### src/rtl/video_pattern_gen.sv
// video_pattern_gen: AXI4-Stream synthetic video source (tuser on frame start, tlast on end of line).
// Patterns x-ramp, y-ramp, x+y and checkerboard; geometry, gap and pattern are latched per frame.
module video_pattern_gen #(
  parameter int TDATA_WIDTH   = 32,
  parameter int PX_WIDTH      = 30,
  parameter int MAX_LINE_SIZE = 1920,
  parameter int MAX_LINES     = 1080,
  parameter int GAP_W         = 8,
  parameter int CHK_BIT       = 3,
  parameter int XW            = $clog2(MAX_LINE_SIZE + 1),
  parameter int YW            = $clog2(MAX_LINES + 1)
) (
  input  logic                   clk_i,
  input  logic                   rst_n_i,
  input  logic                   start_i,
  input  logic                   cont_i,
  input  logic [1:0]             pattern_i,
  input  logic [XW-1:0]          frame_width_i,
  input  logic [YW-1:0]          frame_height_i,
  input  logic [GAP_W-1:0]       line_gap_i,
  output logic [TDATA_WIDTH-1:0] video_o_tdata,
  output logic                   video_o_tvalid,
  input  logic                   video_o_tready,
  output logic                   video_o_tlast,
  output logic                   video_o_tuser,
  output logic                   busy_o,
  output logic                   frame_done_o
);
  typedef enum logic [1:0] {S_IDLE, S_ACTIVE, S_GAP} state_t;
  state_t                  r_state, w_state_nx;
  logic [XW-1:0]           r_x, w_x_nx, r_w, w_w_nx;
  logic [YW-1:0]           r_y, w_y_nx, r_h, w_h_nx;
  logic [GAP_W-1:0]        r_gap, w_gap_nx, r_gap_cnt, w_gap_cnt_nx;
  logic [1:0]              r_pat, w_pat_nx;
  logic                    r_tvalid, w_valid_nx, r_tlast, r_tuser, r_busy, w_busy_nx;
  logic [TDATA_WIDTH-1:0]  r_tdata;
  logic [PX_WIDTH-1:0]     w_px;
  logic                    w_hs, w_eof, w_geom_ok, w_load;

  assign w_hs      = r_tvalid & video_o_tready;
  assign w_eof     = w_hs & r_tlast & (r_y == r_h - YW'(1));
  assign w_geom_ok = (|frame_width_i) & (|frame_height_i);

  always_comb begin
    w_state_nx   = r_state;
    w_x_nx       = r_x;
    w_y_nx       = r_y;
    w_gap_cnt_nx = r_gap_cnt;
    w_valid_nx   = r_tvalid;
    w_busy_nx    = r_busy;
    w_load       = 1'b0;
    case (r_state)
      S_IDLE: if (start_i && w_geom_ok) begin
        w_load     = 1'b1;
        w_state_nx = S_ACTIVE;
        w_x_nx     = '0;
        w_y_nx     = '0;
        w_valid_nx = 1'b1;
        w_busy_nx  = 1'b1;
      end
      S_ACTIVE: if (w_hs) begin
        if (!r_tlast) w_x_nx = r_x + XW'(1);
        else if (w_eof) begin
          w_x_nx = '0;
          w_y_nx = '0;
          // continuous mode restarts with no gap and freshly latched inputs
          if (cont_i && w_geom_ok) w_load = 1'b1;
          else begin
            w_state_nx = S_IDLE;
            w_valid_nx = 1'b0;
            w_busy_nx  = 1'b0;
          end
        end else begin
          w_x_nx = '0;
          w_y_nx = r_y + YW'(1);
          if (r_gap != '0) begin
            w_state_nx   = S_GAP;
            w_gap_cnt_nx = r_gap;
            w_valid_nx   = 1'b0;
          end
        end
      end
      S_GAP: begin
        w_gap_cnt_nx = r_gap_cnt - GAP_W'(1);
        if (r_gap_cnt == GAP_W'(1)) begin
          w_state_nx = S_ACTIVE;
          w_valid_nx = 1'b1;
        end
      end
      default: w_state_nx = S_IDLE;
    endcase
    w_w_nx   = w_load ? frame_width_i : r_w;
    w_h_nx   = w_load ? frame_height_i : r_h;
    w_gap_nx = w_load ? line_gap_i : r_gap;
    w_pat_nx = w_load ? pattern_i : r_pat;
  end

  // pixel is computed for the coordinate presented next, so data stays put while stalled
  always_comb
    w_px = (w_pat_nx == 2'd0) ? PX_WIDTH'(w_x_nx) :
           (w_pat_nx == 2'd1) ? PX_WIDTH'(w_y_nx) :
           (w_pat_nx == 2'd2) ? PX_WIDTH'(w_x_nx) + PX_WIDTH'(w_y_nx) :
           {PX_WIDTH{w_x_nx[CHK_BIT] ^ w_y_nx[CHK_BIT]}};

  always_ff @(posedge clk_i or negedge rst_n_i)
    if (!rst_n_i) begin
      r_state   <= S_IDLE;
      r_x       <= '0;
      r_y       <= '0;
      r_w       <= '0;
      r_h       <= '0;
      r_gap     <= '0;
      r_gap_cnt <= '0;
      r_pat     <= '0;
      r_tvalid  <= 1'b0;
      r_tlast   <= 1'b0;
      r_tuser   <= 1'b0;
      r_tdata   <= '0;
      r_busy    <= 1'b0;
    end else begin
      r_state   <= w_state_nx;
      r_x       <= w_x_nx;
      r_y       <= w_y_nx;
      r_w       <= w_w_nx;
      r_h       <= w_h_nx;
      r_gap     <= w_gap_nx;
      r_gap_cnt <= w_gap_cnt_nx;
      r_pat     <= w_pat_nx;
      r_tvalid  <= w_valid_nx;
      r_tlast   <= w_valid_nx & (w_x_nx == w_w_nx - XW'(1));
      r_tuser   <= w_valid_nx & (w_x_nx == '0) & (w_y_nx == '0);
      r_tdata   <= w_valid_nx ? TDATA_WIDTH'(w_px) : '0;
      r_busy    <= w_busy_nx;
    end

  assign video_o_tdata  = r_tdata;
  assign video_o_tvalid = r_tvalid;
  assign video_o_tlast  = r_tlast;
  assign video_o_tuser  = r_tuser;
  assign busy_o         = r_busy;
  assign frame_done_o   = w_eof;
endmodule
### config.mk
export PLATFORM = sky130hd
export DESIGN_NAME = video_pattern_gen
export DESIGN_NICKNAME = d
export VERILOG_FILES = /design/src/rtl/video_pattern_gen.sv
export SDC_FILE = /design/constraint.sdc
export NUM_CORES = 1
export LEC_CHECK = 0
export CORE_UTILIZATION = 35
export DETAILED_ROUTE_END_ITERATION = 16
export DONT_BUFFER_PORTS = 1
export MAX_ROUTING_LAYER = met4
export PLACE_DENSITY = 0.59
export RECOVER_POWER = 100
export SYNTH_ARGS = -nofsm -noshare
export SYNTH_HDL_FRONTEND = slang
export SYNTH_SLANG_ARGS = --single-unit
### constraint.sdc
create_clock -name clk_i -period 4.51 [get_ports clk_i]
set_input_delay 0.902 -clock clk_i [delete_from_list [all_inputs] [get_ports clk_i]]
set_output_delay 0.902 -clock clk_i [all_outputs]
set_load 0.02 [all_outputs]
Yosys cells after proc, flatten, opt, wreduce, memory -nomap -nowiden
Cells that the tools add are included.
{"block": "word_totals", "regBits": 98, "input_bits": 37}
{"block": "op_classes", "addsub": 6, "n_eq_ne": 17, "mux": 48, "bitwise_logic": 8, "n_reduce_logical": 14}
{"op": "$mux W30", "n": 4}
{"op": "$mux W11", "n": 8}
{"op": "$pmux W11 S2", "n": 2}
{"op": "$mux W8", "n": 4}
{"op": "$add A11 B1 Y11 const B", "n": 2}
{"op": "$eq A11 B11 Y1", "n": 2}
{"op": "$logic_not A11 Y1", "n": 2}
{"op": "$reduce_or A11 Y1", "n": 2}
{"op": "$sub A11 B1 Y11 const B", "n": 2}
{"op": "$mux W1", "n": 17}
{"op": "$mux W2", "n": 8}
{"op": "$ne A2 B2 Y1 const B", "n": 8}
{"op": "$pmux W8 S2", "n": 1}
{"op": "$add A11 B11 Y12", "n": 1}
{"op": "$reduce_and A6 Y1", "n": 2}
{"op": "$eq A8 B1 Y1 const B", "n": 1}
{"op": "$reduce_bool A8 Y1", "n": 1}
{"op": "$sub A8 B1 Y8 const B", "n": 1}
{"op": "$and A1 B1 Y1", "n": 7}
{"op": "$ne A3 B3 Y1 const B", "n": 2}
{"op": "$pmux W2 S3", "n": 1}
{"op": "$reduce_and A5 Y1", "n": 1}
{"op": "$eq A2 B1 Y1 const B", "n": 2}
{"op": "$eq A2 B2 Y1 const B", "n": 2}
{"op": "other kinds (6)", "n": 10}

Logic depth before layout (Yosys ltp)
Gate-level depths: netlist of run 1.
{"block": "logic_depth", "depth_word": 14, "mapped_depth": 21, "ltp_nobuf": 21}

Worst setup path after synthesis of run 1
No wires, ideal clock.
{"block": "synth_path", "kind": "input to register", "from": "in frame_width_i[1]", "to": "reg r_tlast, in the netlist video_o_tlast", "arrival_ps": 4808, "slack_ps": -393, "cell_stages": 17, "cell_sequence": "nor4_1 > nand4b_1 > and3_1 > nand4_1 > nor4_4 > nor2_1 > buf_4 > clkbuf_1 > mux2i_1 > ha_1 > nand2_1 > or2_2 > or4_1 > or4b_1 > a32oi_1 > mux2i_1 > nor4_2"}
{"block": "synth_between", "elab_chain_len": 12}
{"item": "start: declaration", "line_no": "18", "text": "input logic [XW-1:0] frame_width_i,"}
{"item": "$reduce_or A11 Y1", "line_no": "42", "text": "assign w_geom_ok = (|frame_width_i) & (|frame_height_i);"}
{"item": "$and A1 B1 Y1", "line_no": "42"}
{"item": "$logic_and A1 B1 Y1", "line_no": "67", "text": "if (cont_i && w_geom_ok) w_load = 1'b1;"}
{"item": "$mux W1", "line_no": "67"}
{"item": "$mux W1", "line_no": "63", "text": "else if (w_eof) begin"}
{"item": "$mux W1", "line_no": "62", "text": "if (!r_tlast) w_x_nx = r_x + XW'(1);"}
{"item": "$mux W1", "line_no": "61", "text": "S_ACTIVE: if (w_hs) begin"}
{"item": "$pmux W1 S2", "line_no": "52", "text": "case (r_state)"}
{"item": "$mux W11", "line_no": "92", "text": "w_w_nx = w_load ? frame_width_i : r_w;"}
{"item": "$sub A11 B1 Y11", "line_no": "130", "text": "r_tlast <= w_valid_nx & (w_x_nx == w_w_nx - XW'(1));"}
{"item": "$eq A11 B11 Y1", "line_no": "130"}
{"item": "$and A1 B1 Y1 *", "line_no": "130"}
{"item": "end signal: assignment", "line_no": "130"}
{"item": "end: declaration", "line_no": "35", "text": "logic r_tvalid, w_valid_nx, r_tlast, r_tuser, r_busy, w_busy_nx;"}
Every way passes the cells marked *; elsewhere a longest branch is shown, timed or not.
A chain may end at the register's enable or synchronous reset.

Final worst setup path of run 1
{"block": "layout_path", "from": "reg r_h[0]", "to": "reg r_tdata[11], in the netlist video_o_tdata[11]"}
{"item": "start: declaration", "line_no": "32", "text": "logic [YW-1:0] r_y, w_y_nx, r_h, w_h_nx;"}
{"item": "start signal: assignment", "line_no": "125", "text": "r_h <= w_h_nx;"}
{"item": "$sub A11 B1 Y11", "line_no": "41", "text": "assign w_eof = w_hs & r_tlast & (r_y == r_h - YW'(1));"}
{"item": "$eq A11 B11 Y1", "line_no": "41"}
{"item": "$and A1 B1 Y1", "line_no": "41"}
{"item": "$mux W11", "line_no": "63"}
{"item": "$mux W11", "line_no": "62"}
{"item": "$mux W11", "line_no": "61"}
{"item": "$pmux W11 S2", "line_no": "52"}
{"item": "net w_y_nx[1]", "line_no": "32"}
{"item": "$add A11 B11 Y12", "line_no": "102", "text": "(w_pat_nx == 2'd2) ? PX_WIDTH'(w_x_nx) + PX_WIDTH'(w_y_nx) :"}
{"item": "$mux W30", "line_no": "102"}
{"item": "$mux W30", "line_no": "101", "text": "(w_pat_nx == 2'd1) ? PX_WIDTH'(w_y_nx) :"}
{"item": "$mux W30", "line_no": "100", "text": "w_px = (w_pat_nx == 2'd0) ? PX_WIDTH'(w_x_nx) :"}
{"item": "$mux W30", "line_no": "132", "text": "r_tdata <= w_valid_nx ? TDATA_WIDTH'(w_px) : '0;"}
{"item": "end signal: assignment", "line_no": "132"}
{"item": "end: declaration", "line_no": "36", "text": "logic [TDATA_WIDTH-1:0] r_tdata;"}
The timed path passes the listed nets, and every way through them passes these cells.

==> impl_metrics.py, run 1 <==
metrics = {
    "hold_path": {
        "hold_class": "in2async",
    },
    "placement": {
        "post-place-ws_ns": -0.05787,
        "postPlaceCellArea_um2": 5922,
        "dp_hpwl_um": 11480,
        "io_buffers": 0,
        "gp_congestion": 0.9312,
    },
    "floorplan": {
        "start_util": 0.3572,
        "core_um2": 15150,
        "dieArea_um2": 15960,
        "dieWidth_um": 126.3,
        "io_pins": 74,
        "placementRows": 45,
        "die_h_um": 126.3,
    },
    "synth": {
        "syn_area_um2": 5410,
        "synth_seq_cells": 81,
        "synth-main-ff-cell": "dfrtp_1",
        "yosysTopAreaCell": "dfrtp_1",
        "synth_edf_count": 0,
        "async_reset_ff_frac": 1.000,
        "synth_area_leaders": "dfrtp_1, nand2_1, ha_1, o21ai_0, xnor2_1",
        "avgSynthCellArea_um2": 8.520,
        "synth_top_area_frac": 0.3747,
        "yosys_warnings": 0,
        "yosysSeqAreaShare": 0.3747,
        "netlist_instances": 635,
        "netlist-cell-type-count": 75,
    },
    "global_routing": {
        "grt_overflow_total": 0,
        "antenna_found_initial": 1,
        "grt_max_degree": 82,
        "track_usage": 0.2077,
        "grt_pass1_vias": 4917,
        "grt_pass1_wl_um": 25120,
    },
    "clock_tree": {
        "cts_buffers": 9,
        "clk_pin_slew_ns": 0.07,
        "cts.hold.buffers_added": 0,
        "cts_tree": "yes",
        "clk_path_buf_depth": 2,
        "cts.sinks": 81,
        "cts_root_buffer": "clkbuf_16",
        "htree_levels": 3,
        "clock_latency_ns": 0.35,
    },
    "job": {
        "cap_violations": 1,
    },
    "routing": {
        "drtIter0Drc": 374,
        "vias_per_cell": 5.664,
        "drc": 0,
        "drtPass1Iterations": 6,
        "postRouteAntennaNets": 0,
        "wire_per_inst_um": 17.71,
        "drt-total-wl_um": 15390,
        "via_count": 4922,
    },
    "final_layout": {
        "layout_common_cells": "nand2_1, dfrtp_1, buf_4",
        "syn_to_final_growth_pct": 17.30,
        "final_cell_area_um2": 6346,
        "final_nets": 730,
        "drive_above_1_share": 0.1824,
        "post-route-util": 0.4190,
        "fillers": 1485,
        "final_common_cell": "nand2_1",
    },
    "worst_setup_path": {
        "start_kind": "register",
        "path_class": "reg2reg",
        "arrival_ns": 4.71,
        "critPathCaptureType": "register",
        "cp_max_fo": 5,
        "rrSetupSlack_ns": 0.01,
        "cp.required_ns": 4.72,
    },
    "timing": {
        "worst_slack_ns": 0.01200,
        "setup_viol": 0,
        "period_share": 0.9973,
        "hold_slack_ns": 0.2370,
        "relSlewSlack": -1.070,
        "rsz0062_at_grt": "yes",
        "maxSlewViolCount": 1,
        "hold_viol": 0,
        "fin_crit_ns": 4.498,
        "worst_pin_slew_ns": 3.107,
        "fmax_mhz": 222.3,
        "skew_ns": 0.01086,
    },
    "run_status": {
        "run_status": "finished, violations left",
        "failed_checks": "capacitance limit, slew limit",
    },
    "pwr": {
        "leakage_nw": 2.870,
        "power.density_nw_per_um2": 621.3,
        "vdd_drop_max_v": 0.0002712,
    },
}
per-layer routing:
layer | vias up | global-route usage | part of all wire
met4 | 0 | 0.08646 | 0.027
met2 | 157 | 0.3289 | 0.48
met5 | - | - | 0
li1 | 2349 | - | -
met1 | 2383 | 0.2546 | 0.44
met3 | 33 | 0.04892 | 0.057
where the power goes:
| group | internal, W | leakage (nW) | switching (W) |
|---|---|---|---|
| combinational | 0.000793 | 1.67 | 0.00103 |
| clock | 0.000555 | 0.166 | 0.000304 |
| sequential | 0.000977 | 1.03 | 0.000284 |
| total | 0.00233 | 2.87 | 0.00162 |
cell families (layout without fill, tap and decap cells):
family,count (synthesis),in the layout,share of synthesized area
AO/OA/AOI/OAI,140,140,0.1751
buffers and inverters,62,106,0.05967
adder cells (fa/ha/maj),18,18,0.04302
flip-flops,81,81,0.3747
AND/OR/NAND/NOR,282,282,0.2583
XOR/XNOR,34,34,0.05504
multiplexers,17,17,0.03353
other,1,3,0.0006931
sequential cells by signal, summed over array words and instances, names as in the netlist, 2 cells and up:
signal and cells:
r_w 11, r_h 11, r_gap 8, r_pat 2
video_o_tdata 13, r_gap_cnt 8, r_x 11, r_state 2
r_y 11
final timing paths:
path / start / end / cells past startpoint
max reg2reg: r_h[0] / video_o_tdata[11] / 20
max in group asynchronous: rst_n_i / video_o_tdata[2] / 0
max: r_h[0] / video_o_tdata[11] / 20
min: rst_n_i / r_gap_cnt[2] / 0
min reg2reg: r_gap[1] / r_gap[1] / 2
min in group clk_i: r_gap[1] / r_gap[1] / 2
stage by stage:
stage,setup TNS (ns),power [W],std cells
finish,0,0.003943,869
global placement,0,0.003002,847
CTS,0,0.003931,865
detailed placement,-0.09282,0.003035,847
floorplan,0,0.002502,636
global route,-0.9172,0.004224,869
cell usage after synthesis (12+ instances only):
| cell | n |
|---|---|
| nor4_1 | 16 |
| a21oi_1 | 17 |
| ha_1 | 17 |
| nor2_1 | 46 |
| xnor2_1 | 21 |
| nand2_1 | 114 |
| inv_1 | 24 |
| and3_1 | 12 |
| o21ai_0 | 41 |
| nor3_1 | 19 |
| xor2_1 | 13 |
| a21o_1 | 12 |
| dfrtp_1 | 81 |
| buf_4 | 20 |
| clkbuf_1 | 12 |
| nand3_1 | 26 |
critical path, stage by stage, from the launching register on:
cell,delay [ns]
dfrtp_1,0.41
inv_2,0.10
ha_4,0.13
or4b_4,0.49
nor3_4,0.15
nor3b_2,0.07
a211o_4,0.30
nor4_4,0.33
clkbuf_1,0.29
o31ai_2,0.10
ha_1,0.28
a21o_1,0.18
a21o_1,0.18
a21o_1,0.18
a21oi_2,0.17
o21ai_2,0.09
a21o_1,0.18
a21o_1,0.21
a21o_1,0.19
a211oi_2,0.22
a2111oi_1,0.08
timing repair:
| item | CTS | global route |
|---|---|---|
| resized for setup | 3 | 20 |
| pin swaps | 4 | 4 |
| endpoints found under the setup margin | 2 | 7 |
| buffers inserted | 2 | 3 |
cell type report:
class / count / area (um^2) / share of cell area
multi-input cells: 493 / 3188 / 0.5024
clock buffers: 11 / 242.7 / 0.03825
clock inverters: 5 / 102.6 / 0.01617
inverters: 24 / 90.09 / 0.01420
well taps: 188 / 235.2 / 0.03707
diodes: 1 / 2.502 / 0.0003943
flip-flops and latches: 81 / 2027 / 0.3194
repair buffers: 66 / 457.9 / 0.07216
No activity file was read; power rests on OpenSTA's default activity.
==> run 2, diff against run 1 <==
- TNS_END_PERCENT: default -> 30
==> run 2 against run 1 <==
  * The flow still finishes with violations (capacitance limit, slew limit)
  * Setup slack better by 0.055 ns
  * Final cell count up 0.81%
  * Critical path depth up 2
==> impl_metrics.py, run 2 (synthesis results as in run 1) <==
metrics = {
    "global_routing": {
        "grt_max_degree": 82,
        "track_usage": 0.2075,
        "grt_pass1_vias": 4834,
        "antenna_found_initial": 0,
        "grt_overflow_total": 0,
        "grt_pass1_wl_um": 25210,
    },
    "pwr": {
        "vdd_drop_max_v": 0.0002449,
        "leakage_nw": 2.910,
        "power.density_nw_per_um2": 602.5,
    },
    "worst_setup_path": {
        "critPathBufInv": 4,
        "cp.required_ns": 4.80,
        "critPathCaptureType": "register",
        "cpMostUsedCell": "a21o_1",
        "cp_max_fo": 6,
        "crit_slowest_cell": "or4b_4",
        "start_kind": "register",
        "rr_endpoint": "video_o_tdata[9]",
        "cpPeakStageDelay_ns": 0.50,
        "worstRegToRegCells": 22,
        "path_delay_family": "compound AO/OA/AOI/OAI gates",
        "rrSetupSlack_ns": 0.07,
        "path_class": "reg2reg",
        "arrival_ns": 4.73,
        "path_cells": "inv_2 > ha_4 > or4b_4 > nor3_4 > nor3b_2 > a211o_4 > buf_6 > nor4_4 > buf_6 > o31ai_2 > ha_1 > a21o_1 > a21o_1 > a21o_1 > a21oi_2 > o21ai_2 > a21o_1 > a21o_1 > buf_4 > xnor2_2 > o211ai_1 > and3_1",
        "regToRegStartpoint": "r_h[1]",
    },
    "timing": {
        "fmax_mhz": 225.1,
        "relSlewSlack": -0.1271,
        "worst_pin_slew_ns": 1.695,
        "fin_crit_ns": 4.443,
        "maxSlewViolCount": 1,
        "skew_ns": 0.008332,
        "rsz0062_at_grt": "yes",
        "worst_slack_ns": 0.06742,
        "period_share": 0.9851,
        "hold_viol": 0,
        "setup_viol": 0,
    },
    "floorplan": {
        "placementRows": 45,
        "die_h_um": 126.3,
        "core_um2": 15150,
        "io_pins": 74,
        "dieWidth_um": 126.3,
        "dieArea_um2": 15960,
        "start_util": 0.3572,
    },
    "placement": {
        "post-place-ws_ns": -0.1717,
        "gp_congestion": 0.9188,
        "dp.cells": 849,
        "dp_hpwl_um": 11540,
        "io_buffers": 0,
        "postPlaceCellArea_um2": 5937,
    },
    "final_layout": {
        "diodes": 0,
        "syn_to_final_growth_pct": 19.13,
        "final_common_cell": "nand2_1",
        "layout_common_cells": "nand2_1, dfrtp_1, buf_4",
        "drive_above_1_share": 0.2064,
        "finalNonFillerCells": 876,
        "final_nets": 738,
        "final_cell_area_um2": 6445,
        "largest_register_ffs": 13,
    },
    "clock_tree": {
        "clk_pin_slew_ns": 0.06,
        "cts_root_buffer": "clkbuf_16",
        "clk_path_buf_depth": 2,
        "cts_buffers": 9,
        "htree_levels": 3,
        "cts_tree": "yes",
        "clock_latency_ns": 0.35,
        "cts.sinks": 81,
    },
    "routing": {
        "drtPass1Iterations": 4,
        "wire_per_inst_um": 17.63,
        "postRouteAntennaNets": 0,
        "dr.max_layer_used": "met4",
        "drtIter0Drc": 398,
        "drc": 0,
        "drt-met1-wl_um": 6917,
        "vias_per_cell": 5.605,
        "wl_met3_um": 702,
        "wl_met2_um": 7508,
        "drt-total-wl_um": 15440,
        "via_count": 4910,
    },
    "run_status": {
        "run_status": "finished, violations left",
        "failed_checks": "capacitance limit, slew limit",
    },
    "hold_path": {
        "hold_class": "in2async",
    },
    "job": {
        "cap_violations": 1,
    },
}
-- run 2: cell type report --
type                            count  area (um^2)
Fill cell                        1487         8701
Multi-Input combinational cell    493         3268
Sequential cell                    81         2028
Timing Repair Buffer               74        529.3
Clock buffer                       14        284.0
Tap cell                          188        235.2
Inverter                           24        90.09
Clock inverter                      2        10.01
-- run 2: stage by stage --
stage | setup TNS [ns] | power, W | utilization | hold slack, ns
floorplan | -0.001533 | 0.002503 | - | 0.4482
CTS | -0.01358 | 0.003869 | 0.4180 | 0.2375
global placement | -0.1309 | 0.003020 | 0.3920 | 0.4831
finish | 0 | 0.003883 | 0.4255 | 0.2481
global route | -0.6195 | 0.004161 | 0.4255 | 0.2332
detailed placement | -0.2852 | 0.003059 | 0.3920 | 0.4849
-- run 2: where the power goes --
group	switching, W	internal [W]	total [W]
Combinational	0.00105	0.000842	0.00190
Clock	0.000297	0.000432	0.000729
Sequential	0.000279	0.000978	0.00126
-- run 2: timing repair --
item / 4_1_cts / 5_1_grt
hold endpoints to repair: 0 / 0
endpoints found under the setup margin: 6 / 6
buffers inserted: 7 / 4
resized for setup: 12 / 27
pin swaps: 13 / 26
hold buffers: 0 / 0
gates cloned: 0 / 0
-- run 2: how the worst max path moves through the flow --
stage / from / end / slack (ns) / depth (start not counted)
after detailed placement: frame_width_i[8] / video_o_tlast / -0.17 / 16
after global placement: frame_width_i[8] / video_o_tlast / -0.12 / 16
final: r_h[1] / video_o_tdata[9] / 0.07 / 22
after CTS: r_h[1] / video_o_tlast / -0.01 / 17
after global routing: r_h[1] / video_o_tlast / -0.17 / 19
after floorplan: r_h[0] / video_o_tdata[10] / -0.002 / 21
-- run 2: worst register-to-register path, cell delays in order, from the launching register on --
cell and delay, ns:
dfrtp_1 0.40, inv_2 0.09, ha_4 0.13, or4b_4 0.50, nor3_4 0.16, nor3b_2 0.08, a211o_4 0.29, buf_6 0.12
nor4_4 0.36, buf_6 0.19, o31ai_2 0.07, ha_1 0.28, a21o_1 0.18, a21o_1 0.19, a21o_1 0.17, a21oi_2 0.16
o21ai_2 0.07, a21o_1 0.18, a21o_1 0.18, buf_4 0.14, xnor2_2 0.12, o211ai_1 0.18, and3_1 0.17
-- run 2: metal layers --
layer  GRT usage  vias up
met5           -        -
met4     0.08646        0
met3     0.03754       25
met2      0.3292      131
met1      0.2612     2402
li1            -     2352
